==> src/rtl/impulse_conditioner.sv <==
`default_nettype none
// ============================================================================
//  Module   : impulse_conditioner
//  Purpose  : Synchronizes, debounces and edge-detects eight impulse channels
//             plus one RTC reference line. Produces one-cycle pulses on
//             accepted rising edges and sticky glitch flags that the RTC tick
//             clears.
//  Revision : 1.0 - initial release
// ============================================================================
module impulse_conditioner #(
    parameter int FILT_LEN = 4
) (
    input  logic       clk,
    input  logic       reset,
    input  logic [7:0] ch_in,
    input  logic       rtc_in,
    input  logic [7:0] ch_mask,
    output logic [7:0] ch_pulse,
    output logic       rtc_tick,
    output logic [7:0] ch_level,
    output logic [7:0] glitch_flag
);

    // Lines 0..7 are the impulse channels, line 8 is the RTC reference.
    localparam int         c_NLINES  = 9;
    localparam int         c_NCH     = 8;
    localparam logic [4:0] c_CNT_MAX = 5'(FILT_LEN - 1);

    logic [8:0] r_s1_q;
    logic [8:0] r_s2_q;
    logic [8:0] r_level_q;
    logic [8:0] w_level_d;
    logic [4:0] r_cnt_q [c_NLINES];
    logic [4:0] w_cnt_d [c_NLINES];
    logic [8:0] w_rise;
    logic [7:0] w_glitch;
    logic [7:0] r_pulse_q;
    logic [7:0] w_pulse_d;
    logic       r_tick_q;
    logic       w_tick_d;
    logic [7:0] r_gflag_q;
    logic [7:0] w_gflag_d;

    // Persistence filter: a new level is accepted only after s2 has differed
    // from it for FILT_LEN consecutive edges; acceptance and clear share an edge.
    always_comb begin
        w_level_d = r_level_q;
        w_rise    = '0;
        for (int i = 0; i < c_NLINES; i++) begin
            w_cnt_d[i] = r_cnt_q[i];
            if (r_s2_q[i] != r_level_q[i]) begin
                if (r_cnt_q[i] == c_CNT_MAX) begin
                    w_level_d[i] = r_s2_q[i];
                    w_cnt_d[i]   = 5'd0;
                    w_rise[i]    = r_s2_q[i];
                end else begin
                    w_cnt_d[i] = r_cnt_q[i] + 5'd1;
                end
            end else begin
                w_cnt_d[i] = 5'd0;
            end
        end
    end

    // A glitch is a partial count abandoned because s2 returned to the level;
    // only the impulse channels report it, never the RTC line.
    always_comb begin
        w_glitch = '0;
        for (int i = 0; i < c_NCH; i++) begin
            w_glitch[i] = (r_s2_q[i] == r_level_q[i]) && (r_cnt_q[i] != 5'd0);
        end
    end

    // Pulse, tick and sticky-flag next state; a new glitch beats the RTC clear.
    always_comb begin
        w_pulse_d = w_rise[7:0] & ch_mask;
        w_tick_d  = w_rise[8];
        w_gflag_d = w_glitch | (r_gflag_q & ~{c_NCH{w_rise[8]}});
    end

    // State registers: synchronizers, filters and registered outputs.
    always_ff @(posedge clk or posedge reset) begin
        if (reset) begin
            r_s1_q    <= '0;
            r_s2_q    <= '0;
            r_level_q <= '0;
            r_pulse_q <= '0;
            r_tick_q  <= 1'b0;
            r_gflag_q <= '0;
            for (int i = 0; i < c_NLINES; i++) begin
                r_cnt_q[i] <= 5'd0;
            end
        end else begin
            r_s1_q    <= {rtc_in, ch_in};
            r_s2_q    <= r_s1_q;
            r_level_q <= w_level_d;
            r_pulse_q <= w_pulse_d;
            r_tick_q  <= w_tick_d;
            r_gflag_q <= w_gflag_d;
            for (int i = 0; i < c_NLINES; i++) begin
                r_cnt_q[i] <= w_cnt_d[i];
            end
        end
    end

    assign ch_pulse    = r_pulse_q;
    assign rtc_tick    = r_tick_q;
    assign ch_level    = r_level_q[7:0];
    assign glitch_flag = r_gflag_q;

endmodule
`default_nettype wire

==> config.mk <==
export PLATFORM = sky130hd
export DESIGN_NAME = impulse_conditioner
export DESIGN_NICKNAME = d
export VERILOG_FILES = /design/src/rtl/impulse_conditioner.sv
export SDC_FILE = /design/constraint.sdc
export NUM_CORES = 1
export LEC_CHECK = 0
export ABC_AREA = 1
export CAP_MARGIN = 20
export CORE_MARGIN = 10
export CORE_UTILIZATION = 55
export DETAILED_ROUTE_END_ITERATION = 8
export HOLD_SLACK_MARGIN = 0.12
export PLACE_DENSITY = 0.85
export SLEW_MARGIN = 10
export SYNTH_ARGS = -nofsm -noshare
export SYNTH_HDL_FRONTEND = slang
export SYNTH_SLANG_ARGS = --single-unit
==> constraint.sdc <==
create_clock -name clk -period 3.03 [get_ports clk]
set_input_delay 0.4545 -clock clk [delete_from_list [all_inputs] [get_ports clk]]
set_output_delay 0.4545 -clock clk [all_outputs]
set_load 0.02 [all_outputs]
==> summary.txt <==
Critical path
  • Crit Path Category: register to output pin
  • Crit path max-delay family: buffers and inverters
  • RR Startpoint: r_cnt_q[0]
  • Critical Path AT: 1.46 ns
  • R2R depth: 6
  • CP Cell Sequence: clkdlybuf4s50_1
  • R2r setup slk: 1.64 ns
  • Slowest cell on crit path: clkdlybuf4s50_1
  • Buffer and inverter count on the worst path: 1
  • Critical path endpoint category: output pin
  • Setup crit start kind: register
  • Worst path max stage delay: 0.65 ns
  • Crit Reg-Reg Endpoint: glitch_flag[6]
  • Crit path max fanout: 5
  • Critical Path RT: 2.58 ns

Route
  • Top routing layer in use: met4
  • Post-route ant nets: 0
  • First drt pass iteration count: 4
  • Detailed-route DRC error count: 0
  • Iteration-0 DRC Markers: 145
  • Total Wirelength: between 7000 and 8000 µm
  • Vias per Instance: 4.916
  • Met3 wire len: 367 µm
  • Detail Route met2 WL: 3629 µm
  • Wirelength per Cell: between 10 and 15 µm
  • WL met1: roughly 3100 µm
  • Via count: 2748

Global route
  • First-pass GRT wire length: 12370 µm
  • GRT Total Usage: 13.58%
  • Global route overflow: 0
  • Pin count of the biggest net entering global routing: 90
  • Vias in the first global route: 2771
  • Initial antenna violation count: 0

Synthesis
  • Largest cells by area after synthesis: dfrtp_1, nand2_1, nor2_1
  • Syn. warnings: 0
  • Post-Syn Area: between 0.003 and 0.004 mm²
  • Register area share after synthesis: ~58%
  • Mapped Nets: approximately 450
  • Netlist cell types: 15
  • #FFs+latches synth: 89
  • Post-synth top cells: dfrtp_1, nand2_1, nor2_1, inv_1, nand3_1
  • Syn Area/Cell: between 9 and 10 µm²
  • FFs w/ async S/R, synth: 100.0%
  • Post-synth top area share: 57.66%
  • Yosys top cell by area: dfrtp_1
  • Mapped Cells: slightly above 400
  • Post-synth EDFFs: 0
  • Synth Flop Type: dfrtp_1
  • Most frequent cell after synthesis: dfrtp_1

Floorplan
  • Io pins: 44
  • Starting Density: about 57%
  • FP Rows: 30
  • Die height: 103.8 µm
  • Die area: 0.01077 mm²
  • Core box area: 0.006794 mm²
  • Chip Width: 103.8 µm

Power
  • Seq pwr share: between 40 and 50%
  • Static leakage: 0.002188 µW
  • Int Power: 2374 µW
  • Final Total Pwr: 3751 µW
  • Switching part of the total: 36.71%
  • Clk pwr share: 22.1%
  • VDD IR max: 511.3 µV
  • Power Density: 819.1 mW/mm²
  • Net Switching: 1377 µW
  • Combinational cell fraction of total power: 31.6%

STA
  • Worst-Margin Slew: 0.4628 ns
  • Max Slew Vio Count: 0
  • Final setup violation count: 0
  • Skew final: ~0.013 ns
  • Tmin final: 1.919 ns
  • Final Hold Vio Count: 0
  • Setup TNS: 0 ns
  • RSZ-0062 raised after global routing: false
  • FMAX: between 500 and 600 MHz
  • Setup ws final: between 1 and 1.5 ns
  • Period utilisation layout: 63.33%
  • Slew margin rel.: 69.15%

Placed design
  • Placed insts: 543
  • Final HPWL DP: a little over 5000 µm
  • Post-place setup slack: about 1.5 ns
  • Routability congestion estimate: 0.8129
  • Port Buf Inserts: 43

Outcome
  • Status: finished, final reports clean

Clock tree
  • Cts hold-fix bufs: 0
  • Clock slew at reported path FFs: about 0.090 ns
  • Total CTS buffers: 9
  • Root Driver: clkbuf_8
  • Post-CTS Setup Bufs: 0
  • Post-CTS sizing: 0
  • CTS tree: yes
  • Htree depth: 3
  • Insertion delay to the later sink of the worst-skew pair: approximately 0.36 ns
  • CTS Sinks: just under 90
  • Max Root-Sink Buffers: 2

Hold path
  • Worst Hold Launch: r_s1_q[4]
  • Worst Hold Class: register to register
  • Hold Crit Depth: 0
  • Hold EP: r_s2_q[4]

Final layout
  • Ant diodes: 0
  • Finished Layout Cells: 559
  • Area grow syn2layout: 18.56%
  • Layout cells sized above 1: 4.320%
  • Layout Nets: 494
  • Fillers: between 500 and 600

Run
  • MaxCap Viol Count: 0
[layer usage]
metal  GRT usage [%]  vias up
li1                -     1374
met2           22.88       52
met4           6.064        0
met1           15.39     1312
met5               0        -
met3           4.337       10
[sequential cells by signal, indices dropped and copies added, names as in the netlist]
| signal | flops |
|---|---|
| r_cnt_q | 45 |
| r_level_q | 9 |
| r_s1_q | 9 |
| ch_pulse | 8 |
| r_s2_q | 9 |
| glitch_flag | 8 |
| rtc_tick | 1 |
[power groups by stage]
stage | sequential, µW | clock (µW) | combinational (µW)
after floorplan | 1770 | 0 | 787
after global placement | 1720 | 0 | 1150
after detailed placement | 1750 | 0 | 1190
after CTS | 1740 | 845 | 1210
after global routing | 1780 | 892 | 1340
final | 1740 | 828 | 1180
[layout make-up]
cell class / count / area [µm²] / area share (%)
clock buffer: 10 / 137.6 / 3.005
multi-input combinational: 260 / 1373 / 29.97
clock inverter: 6 / 67.56 / 1.475
tap: 96 / 120.1 / 2.623
sequential: 89 / 2227 / 48.63
timing repair buffer: 44 / 450.4 / 9.836
inverter: 54 / 203.9 / 4.454
[per-stage QoR]
step / area, µm² / hold WS, ns / util [%]
final: 4579 / 0.3534 / 67.40
after global routing: 4579 / 0.3609 / 67.40
after CTS: 4579 / 0.3552 / 67.40
after detailed placement: 4374 / 0.3356 / 64.38
after global placement: 4374 / 0.3316 / 64.38
after floorplan: 3862 / 0.3312 / -
[worst max-delay path by stage]
stage,start,to,slack [ns],cells after the start
2_1_floorplan,reset,ch_pulse[0],0.27,1
3_3_place_gp,r_level_q[2],ch_level[2],1.53,1
3_5_place_dp,r_level_q[0],ch_level[0],1.51,1
4_1_cts,r_level_q[1],ch_level[1],1.10,1
5_1_grt,r_level_q[7],ch_level[7],1.05,1
6_report,r_level_q[0],ch_level[0],1.11,1
[cell families after synthesis]
| kind of cell | after synthesis | synth area share, % |
|---|---|---|
| flops | 89 | 57.66 |
| simple gates | 201 | 21.96 |
| buf+inv | 62 | 6.803 |
| xor+xnor | 27 | 6.123 |
| compound gates | 15 | 1.944 |
| fa+ha+maj | 17 | 5.507 |
[cells in the final DEF, fill, tap and decap left out]
| cell | instances |
|---|---|
| a21oi_1 | 6 |
| buf_12 | 1 |
| bufinv_16 | 1 |
| clkbuf_8 | 10 |
| clkdlybuf4s50_1 | 43 |
| clkinv_2 | 2 |
| clkinv_4 | 2 |
| clkinvlp_4 | 2 |
| dfrtp_1 | 89 |
| ha_1 | 17 |
| inv_1 | 53 |
| nand2_1 | 82 |
| nand3_1 | 34 |
| nand3_2 | 1 |
| nand4_1 | 17 |
| nor2_1 | 66 |
| nor2_2 | 1 |
| o21ai_0 | 8 |
| o21ai_1 | 1 |
| xnor2_1 | 18 |
| xor2_1 | 9 |
Note: power is estimated with default switching activity, not from simulation.
